$ cat src/rtl/spi_pkg.sv
// Shared SPI definitions: word width, responder FSM encoding and the word
// sent when a frame starts with nothing queued.
package spi_pkg;

  localparam int SPI_WORD_W = 16;

  localparam logic [SPI_WORD_W-1:0] UNDERRUN_WORD = 16'h0000;

  typedef enum logic [1:0] {
    ST_IDLE  = 2'd0,
    ST_SHIFT = 2'd1,
    ST_DONE  = 2'd2
  } spi_state_e;

endpackage

$ cat src/rtl/sample_fifo.sv
// Power-of-two circular FIFO holding sample words until the SPI initiator
// pulls them; push into a full FIFO and pop from an empty one are ignored.
module sample_fifo
  import spi_pkg::*;
#(
  parameter  int DEPTH = 4,
  parameter  int WIDTH = SPI_WORD_W,
  localparam int AW    = $clog2(DEPTH),
  localparam int LW    = $clog2(DEPTH + 1)
) (
  input  logic             clk,
  input  logic             rst,
  input  logic             push,
  input  logic             pop,
  input  logic [WIDTH-1:0] wdata,
  output logic [WIDTH-1:0] rdata,
  output logic             full,
  output logic             empty,
  output logic [LW-1:0]    level
);

  logic [WIDTH-1:0] mem [DEPTH];
  logic [AW-1:0]    wr_ptr;
  logic [AW-1:0]    rd_ptr;
  logic             do_push;
  logic             do_pop;

  assign full    = (level == LW'(DEPTH));
  assign empty   = (level == '0);
  assign do_push = push & ~full;
  assign do_pop  = pop & ~empty;
  assign rdata   = mem[rd_ptr];

  // NOTE: non-blocking (<=) for every flop so all state updates see pre-edge values.
  always_ff @(posedge clk) begin
    if (rst) begin
      wr_ptr <= '0;
      rd_ptr <= '0;
      level  <= '0;
    end else begin
      if (do_push) wr_ptr <= wr_ptr + AW'(1);
      if (do_pop)  rd_ptr <= rd_ptr + AW'(1);
      case ({do_push, do_pop})
        2'b10:   level <= level + LW'(1);
        2'b01:   level <= level - LW'(1);
        default: level <= level;
      endcase
    end
  end

  // NOTE: storage is deliberately not reset; the pointers and level define validity.
  always_ff @(posedge clk) begin
    if (do_push) mem[wr_ptr] <= wdata;
  end

endmodule

$ cat src/rtl/spi_responder.sv
// SPI responder (mode with sclk idling high): streams queued 16-bit samples
// MSB first on MISO, one word per CS_b frame, entirely in the sysclk domain.
module spi_responder
  import spi_pkg::*;
#(
  parameter  int DEPTH       = 4,
  parameter  int SYNC_STAGES = 2,
  localparam int LW          = $clog2(DEPTH + 1)
) (
  input  logic                  sysclk,
  input  logic                  PRESET,
  input  logic                  sclk,
  input  logic                  CS_b,
  output logic                  MISO,
  input  logic [SPI_WORD_W-1:0] sample_data,
  input  logic                  sample_valid,
  output logic                  sample_ready,
  output logic [LW-1:0]         fill_level,
  output logic                  frame_done,
  output logic                  underrun,
  output logic                  abort
);

  logic [SYNC_STAGES-1:0] sclk_sync;
  logic [SYNC_STAGES-1:0] cs_sync;
  logic [SYNC_STAGES-1:0] warm_sr;
  logic                   sclk_prev;
  logic                   cs_prev;
  logic                   armed;

  logic sclk_s, cs_s, warm;
  logic sclk_rise, sclk_fall, cs_rise, cs_fall;

  assign sclk_s    = sclk_sync[SYNC_STAGES-1];
  assign cs_s      = cs_sync[SYNC_STAGES-1];
  assign warm      = warm_sr[SYNC_STAGES-1];
  assign sclk_rise = sclk_s & ~sclk_prev;
  assign sclk_fall = ~sclk_s & sclk_prev;
  assign cs_rise   = cs_s & ~cs_prev;
  assign cs_fall   = ~cs_s & cs_prev;

  // warm_sr tracks when the synchronizers hold real samples rather than their
  // reset value, so a CS_b held low through reset can never arm a frame.
  always_ff @(posedge sysclk) begin
    if (PRESET) begin
      sclk_sync <= '1;
      cs_sync   <= '1;
      sclk_prev <= 1'b1;
      cs_prev   <= 1'b1;
      warm_sr   <= '0;
      armed     <= 1'b0;
    end else begin
      sclk_sync <= {sclk_sync[SYNC_STAGES-2:0], sclk};
      cs_sync   <= {cs_sync[SYNC_STAGES-2:0], CS_b};
      sclk_prev <= sclk_s;
      cs_prev   <= cs_s;
      warm_sr   <= {warm_sr[SYNC_STAGES-2:0], 1'b1};
      if (warm && cs_s) armed <= 1'b1;
    end
  end

  spi_state_e            state;
  logic [SPI_WORD_W-1:0] shift_reg;
  logic [4:0]            bit_cnt;
  logic                  start;
  logic                  fifo_full;
  logic                  fifo_empty;
  logic [SPI_WORD_W-1:0] fifo_rdata;

  assign start = (state == ST_IDLE) && armed && cs_fall;

  sample_fifo #(
    .DEPTH(DEPTH),
    .WIDTH(SPI_WORD_W)
  ) u_fifo (
    .clk  (sysclk),
    .rst  (PRESET),
    .push (sample_valid),
    .pop  (start),
    .wdata(sample_data),
    .rdata(fifo_rdata),
    .full (fifo_full),
    .empty(fifo_empty),
    .level(fill_level)
  );

  assign sample_ready = ~fifo_full;
  assign MISO         = (state == ST_SHIFT) & shift_reg[SPI_WORD_W-1];

  always_ff @(posedge sysclk) begin
    if (PRESET) begin
      state      <= ST_IDLE;
      shift_reg  <= '0;
      bit_cnt    <= '0;
      frame_done <= 1'b0;
      underrun   <= 1'b0;
      abort      <= 1'b0;
    end else begin
      frame_done <= 1'b0;
      underrun   <= 1'b0;
      abort      <= 1'b0;
      case (state)
        ST_IDLE: begin
          if (start) begin
            state   <= ST_SHIFT;
            bit_cnt <= '0;
            if (fifo_empty) begin
              shift_reg <= UNDERRUN_WORD;
              underrun  <= 1'b1;
            end else begin
              shift_reg <= fifo_rdata;
            end
          end
        end
        ST_SHIFT: begin
          // A CS_b rise landing on the 16th fall still completes the frame.
          if (sclk_fall && bit_cnt == 5'd15) begin
            bit_cnt    <= 5'd16;
            frame_done <= 1'b1;
            state      <= cs_rise ? ST_IDLE : ST_DONE;
          end else if (cs_rise) begin
            abort <= 1'b1;
            state <= ST_IDLE;
          end else begin
            if (sclk_fall) bit_cnt <= bit_cnt + 5'd1;
            if (sclk_rise && bit_cnt != 5'd0)
              shift_reg <= {shift_reg[SPI_WORD_W-2:0], 1'b0};
          end
        end
        ST_DONE: begin
          if (cs_rise) state <= ST_IDLE;
        end
        default: state <= ST_IDLE;
      endcase
    end
  end

endmodule

$ cat config.mk
export PLATFORM = sky130hd
export DESIGN_NAME = spi_responder
export DESIGN_NICKNAME = d
export VERILOG_FILES = /design/src/rtl/spi_pkg.sv /design/src/rtl/sample_fifo.sv /design/src/rtl/spi_responder.sv
export SDC_FILE = /design/constraint.sdc
export NUM_CORES = 1
export LEC_CHECK = 0
export CAP_MARGIN = 40
export CORE_ASPECT_RATIO = 1.25
export CORE_UTILIZATION = 50
export DETAILED_ROUTE_END_ITERATION = 10
export GPL_TIMING_DRIVEN = 0
export PLACE_DENSITY = 0.7
export SYNTH_ARGS = -nofsm -noshare
export SYNTH_HDL_FRONTEND = slang
export SYNTH_HIERARCHICAL = 1
export SYNTH_SLANG_ARGS = --single-unit
$ cat constraint.sdc
create_clock -name sysclk -period 2.98 [get_ports sysclk]
set_input_delay 0.298 -clock sysclk [delete_from_list [all_inputs] [get_ports sysclk]]
set_output_delay 0.298 -clock sysclk [all_outputs]
set_load 0.01 [all_outputs]
# Word level (Yosys, flattened, before mapping)
# Memories as Yosys holds them, arrays and structs flattened. A register that Yosys moved wholly into a read port is not among the register bits.
# Cells that the tools add are included.
# W data, S select, Z words.
# classes
addsub	5
n_bitwise	16
mux	25
eq_ne	12
reduce_logical	15
# ops
operator	n
$mux W16	5
$pmux W16 S2	1
$mux W5	4
$mux W2	6
$pmux W5 S2	1
$not A1 Y1	9
$and A1 B1 Y1	7
$mux W1	6
$ne A3 B2 Y1 const B	2
$pmux W2 S3	1
$pmux W3 S2	1
$reduce_or A3 Y1	2
$add A5 B1 Y5 const B	1
$eq A5 B4 Y1 const B	1
$logic_and A1 B1 Y1	5
$reduce_and A5 Y1	1
$reduce_bool A5 Y1	1
$add A2 B1 Y2 const B	2
$eq A2 B1 Y1 const B	2
$eq A2 B2 Y1 const B	2
$ne A2 B1 Y1 const B	2
$ne A2 B2 Y1 const B	2
$reduce_and A4 Y1	1
$reduce_bool A2 Y1	2
other kinds (6)	6
# totals
out_inout_bits	8
memories	1
mem_bits_rw	64
inputBits	21
wordCells	90
register_bits	42
# mem_list
name	words	word_bits	rd	rd_clocked_by_memory_dff	wr	line_no	text
u_fifo.mem	4	16	1	1	1	sample_fifo.sv:22	logic [WIDTH-1:0] mem [DEPTH];

# Logic depth before layout (Yosys ltp)
# logic_depth
depth_word	7
mapped_depth	12
ltp_nobuf	10

# Cells and area by module
# Netlist, hierarchy kept.
# modules_own_cells
module	area_per_inst_um2	cells_each	n_inst	seq_area_each_um2
sample_fifo	2821.5	138	1	2102.0
spi_responder	1682.9	181	1	700.7

# Worst setup path before layout
# No wires, ideal clock.
# synth_path
path_kind	register to register
startpoint	reg cs_sync[1]
endpoint	reg u_fifo.level[2]
stages_incl_launch_ff	13
t_required_ns	2.910
n_path_buf	2
setup_ns	0.070
synth_period_minus_slack_ns	2.391
arrival_time_ns	2.321
setup_slack_ns	0.589
cell_sequence	dfxtp_1 nand3b_1 nor3_1 buf_2 buf_2 o31ai_1 inv_1 ha_1 inv_1 fa_1 xor2_1 or3_1 a21oi_1
# synth_via
elab_chain_cells	6
elab_cells_between_ends	8
cone_classes	eq/ne: 2; mux: 1; bitwise: 3; reduce/logical: 2
# synth_lines
element	line_no	text
from (decl)	spi_responder.sv:25	logic [SYNC_STAGES-1:0] cs_sync;
from (signal assigned)	spi_responder.sv:54	cs_sync <= {cs_sync[SYNC_STAGES-2:0], CS_b};
$not A1 Y1 *	spi_responder.sv:40	assign cs_fall = ~cs_s & cs_prev;
$and A1 B1 Y1 *	spi_responder.sv:40	
$logic_and A1 B1 Y1 *	spi_responder.sv:70	assign start = (state == ST_IDLE) && armed && cs_fall;
named net start	spi_responder.sv:65	logic start;
$and A1 B1 Y1 *	sample_fifo.sv:31	assign do_pop = pop & ~empty;
named net u_fifo.do_pop	sample_fifo.sv:26	logic do_pop;
$eq A2 B1 Y1 or $eq A2 B2 Y1 (tied branches)	sample_fifo.sv:43	case ({do_push, do_pop})
$pmux W3 S2 or $reduce_bool A2 Y1 (tied branches)	--	
to (signal assigned)	sample_fifo.sv:44	2'b10: level <= level + LW'(1);
to (signal assigned)	sample_fifo.sv:45	2'b01: level <= level - LW'(1);
to (signal assigned)	sample_fifo.sv:46	default: level <= level;
to (decl)	sample_fifo.sv:19	output logic [LW-1:0] level
# Mark *: on every way through the listed nets, which the timed path passes. The rest lies on a longest branch.
# A chain may end at the register's enable or synchronous reset.

# Worst setup path after layout
# Ends and elaborated chain as after synthesis.

==> impl_metrics.py <==
metrics = {
    "status": {
        "status": "finished, final reports clean",
    },
    "place": {
        "port-buffer-count": 28,
        "hpwlAfterDp_um": 5320,
        "post-place-ws_ps": 221,
        "gp_congestion": 0.755,
        "placed_area_um2": 4960,
    },
    "die": {
        "die_x_um": 86.9,
        "die_area_um2": 9390,
        "start_util": 0.518,
        "io_pins": 29,
        "die_h_um": 108,
        "placementRows": 38,
        "core_um2": 8700,
    },
    "timing": {
        "fin_ws_ps": 223,
        "fmax_mhz": 363,
        "fin_crit_sh": 0.925,
        "max_slew_margin": 0.424,
        "worst_pin_slew_ps": 863,
        "period_needed_ps": 2760,
        "clock_skew_ps": 14.0,
        "fin_tns_setup_ps": 0,
        "finalHoldViolations": 0,
        "rsz0062_at_grt": "false",
        "setup_viol": 0,
        "finalMaxSlewViolations": 0,
    },
    "drt": {
        "via_count": 2597,
        "viasPerCell": 5.35,
        "initialDrtViolationCount": 96,
        "firstDrtPassIters": 4,
        "final_antenna_net_count": 0,
        "wire_per_inst_um": 16.1,
        "drt_wl_total_um": 7790,
        "drt_drc_violations_left": 0,
    },
    "yosys": {
        "yosysSeqAreaShare": 0.622,
        "syn_inst": 319,
        "synth-edff-count": 64,
        "synth_cell_types": 45,
        "syn_area_um2": 4500,
        "ys.flop_type": "edfxtp_1",
        "synth_top_area_share": 0.427,
        "yosys_warnings": 6,
        "synth_top_cell_by_area": "edfxtp_1",
        "synth_nets": 349,
        "ys_async_sr_fraction": 0,
        "yosysMostFrequentCell": "edfxtp_1",
        "ys_ff_latch": 108,
        "synth_area_per_cell_um2": 14.1,
        "synth.cells.most_frequent": "edfxtp_1 (64), dfxtp_1 (44), a21oi_1 (26), nor3_1 (21), nor3b_1 (15)",
        "ys_top_cells_by_area": "edfxtp_1 (43%), dfxtp_1 (20%), mux4_2 (5.0%)",
    },
    "clock_tree": {
        "cts_buffers": 9,
        "htree_levels": 3,
        "numClockSinks": 108,
        "cts.clk_slew.worst_paths_ps": 100,
        "cts_tree": "done",
        "cts_root_buf": "clkbuf_8",
        "clk_latency_ps": 370,
        "ctsLongestPathBuffers": 2,
    },
    "setup_path": {
        "end_kind": "flop",
        "cp.arrival_ps": 3060,
        "path_common_cell": "inv_1",
        "cp_data_required_time_ps": 3280,
        "cp_slowest_stage_delay_ps": 370,
        "crit_fanout": 11,
        "critPathKind": "flop to flop",
        "crit_chain": "nand3b_1, nor3_1, clkbuf_4, buf_2, o31ai_1, inv_1, ha_1, inv_1, fa_1, xor2_1, or3_1, a21oi_1",
        "start_kind": "flop",
        "slowest_stage": "fa_1",
    },
    "layout": {
        "largest_reg_flops": 64,
        "synthToLayoutAreaGrowth_pct": 15.0,
        "nFillCells": 674,
        "antenna_cells": 0,
        "drive_above_1_share": 0.170,
        "final_util": 0.595,
        "fin_area_um2": 5180,
        "final_nets": 390,
    },
    "global_routing": {
        "gr-total-overflow": 0,
        "grt_max_degree": 21,
        "grtUsageTotal": 0.183,
        "grt_pass1_wl_um": 12900,
        "antenna_found_initial": 0,
        "grt_pass1_vias": 2602,
    },
    "power_and_ir_drop": {
        "ir_worst_vdd_v": 0.000358,
        "power_mw": 2.81,
        "power.static_leakage_nw": 1.73,
        "p_per_area_nw_per_um2": 542,
    },
    "job": {
        "drv_cap": 0,
    },
    "worst_hold_path": {
        "hp-class": "flop to flop",
    },
}
==> timing repair <==
| item | CTS | global route |
|---|---|---|
| endpoints found under the hold margin | 0 | 0 |
| setup buffers | 0 | 0 |
| hold buffers | 0 | 0 |
| endpoints found under the setup margin | 0 | 1 |
| gates resized for setup | 0 | 1 |
==> metrics by stage <==
stage               std cells  hold slack, ps
CTS                       485             433
detailed placement        469             394
finish                    485             427
global placement          467             398
floorplan                 319             389
global route              485             444
==> logic make-up after synthesis <==
kind of cell	count (synthesis)	synth area share
flip-flops	108	0.622
XOR/XNOR	3	0.00583
AO/OA/AOI/OAI	54	0.0836
adder cells (fa/ha/maj)	9	0.0267
buffers and inverters	34	0.0431
multiplexers	18	0.0894
AND/OR/NAND/NOR	93	0.129
==> final timing paths <==
kind,from,endpoint,slack (ps),cells past startpoint
worst min register to register,cs_sync[0]$_SDFF_PP1_,cs_sync[1]$_SDFF_PP1_,430,1
worst max register to register,cs_sync[1]$_SDFF_PP1_,u_fifo/level[2]$_SDFFE_PP0P_,220,12
worst min-delay path,cs_sync[0]$_SDFF_PP1_,cs_sync[1]$_SDFF_PP1_,430,1
worst max-delay path,cs_sync[1]$_SDFF_PP1_,u_fifo/level[2]$_SDFFE_PP0P_,220,12
==> where the power goes <==
part	leakage, nW	switching [mW]	internal (mW)
sequential	0.945	0.0207	1.63
combinational	0.676	0.117	0.102
clock	0.106	0.524	0.411
total	1.73	0.662	2.15
==> layer usage <==
layer,part of all wire,vias up,wire [µm],GRT usage
met3,0.020,9,158,0.0359
met1,0.46,1279,3570,0.234
met2,0.51,26,3970,0.314
met5,0,-,0,0
li1,-,1283,-,-
met4,0.012,0,94,0.0571
==> layout by cell type (no fill, tap or decap), types with 3 or more instances in the layout <==
| master | n |
|---|---|
| edfxtp_1 | 64 |
| dfxtp_1 | 44 |
| clkdlybuf4s50_1 | 28 |
| a21oi_1 | 26 |
| nor3_1 | 21 |
| nor3b_1 | 15 |
| inv_1 | 13 |
| nor2_1 | 12 |
| mux4_2 | 10 |
| a211oi_2 | 9 |
| clkbuf_8 | 9 |
| buf_2 | 8 |
| ha_1 | 8 |
| or2_2 | 6 |
| a211oi_1 | 6 |
| mux4_1 | 6 |
| and2_1 | 5 |
| nand2b_1 | 5 |
| nand2_1 | 5 |
| o21ai_0 | 5 |
| nor2b_1 | 4 |
| nand3_1 | 4 |
| and3_1 | 3 |
| nand3b_1 | 3 |
| buf_6 | 3 |
| clkbuf_1 | 3 |
| buf_1 | 3 |
| inv_8 | 3 |
| xor2_1 | 3 |
| or3_1 | 3 |
==> area by class of cell <==
cell class	count	area (µm²)	area share
multi-input cells	177	1510	0.291
clock inverters	7	88.8	0.0171
plain buffers	20	144	0.0278
inverters	14	52.6	0.0101
repair buffers	30	310	0.0599
flip-flops and latches	108	2800	0.541
clock buffers	9	124	0.0239
well taps	120	150	0.0290
==> worst max-delay path: cells and delay by family (launching register included) <==
kind                       cells  cell delay (ps)
and+or+nand+nor                3              720
buffers and inverters          4              660
adders and majority gates      2              540
DFF                            1              350
AOI/OAI and AO/OA              2              280
xor gates and xnor gates       1              160
No activity file was read; power rests on OpenSTA's default activity.
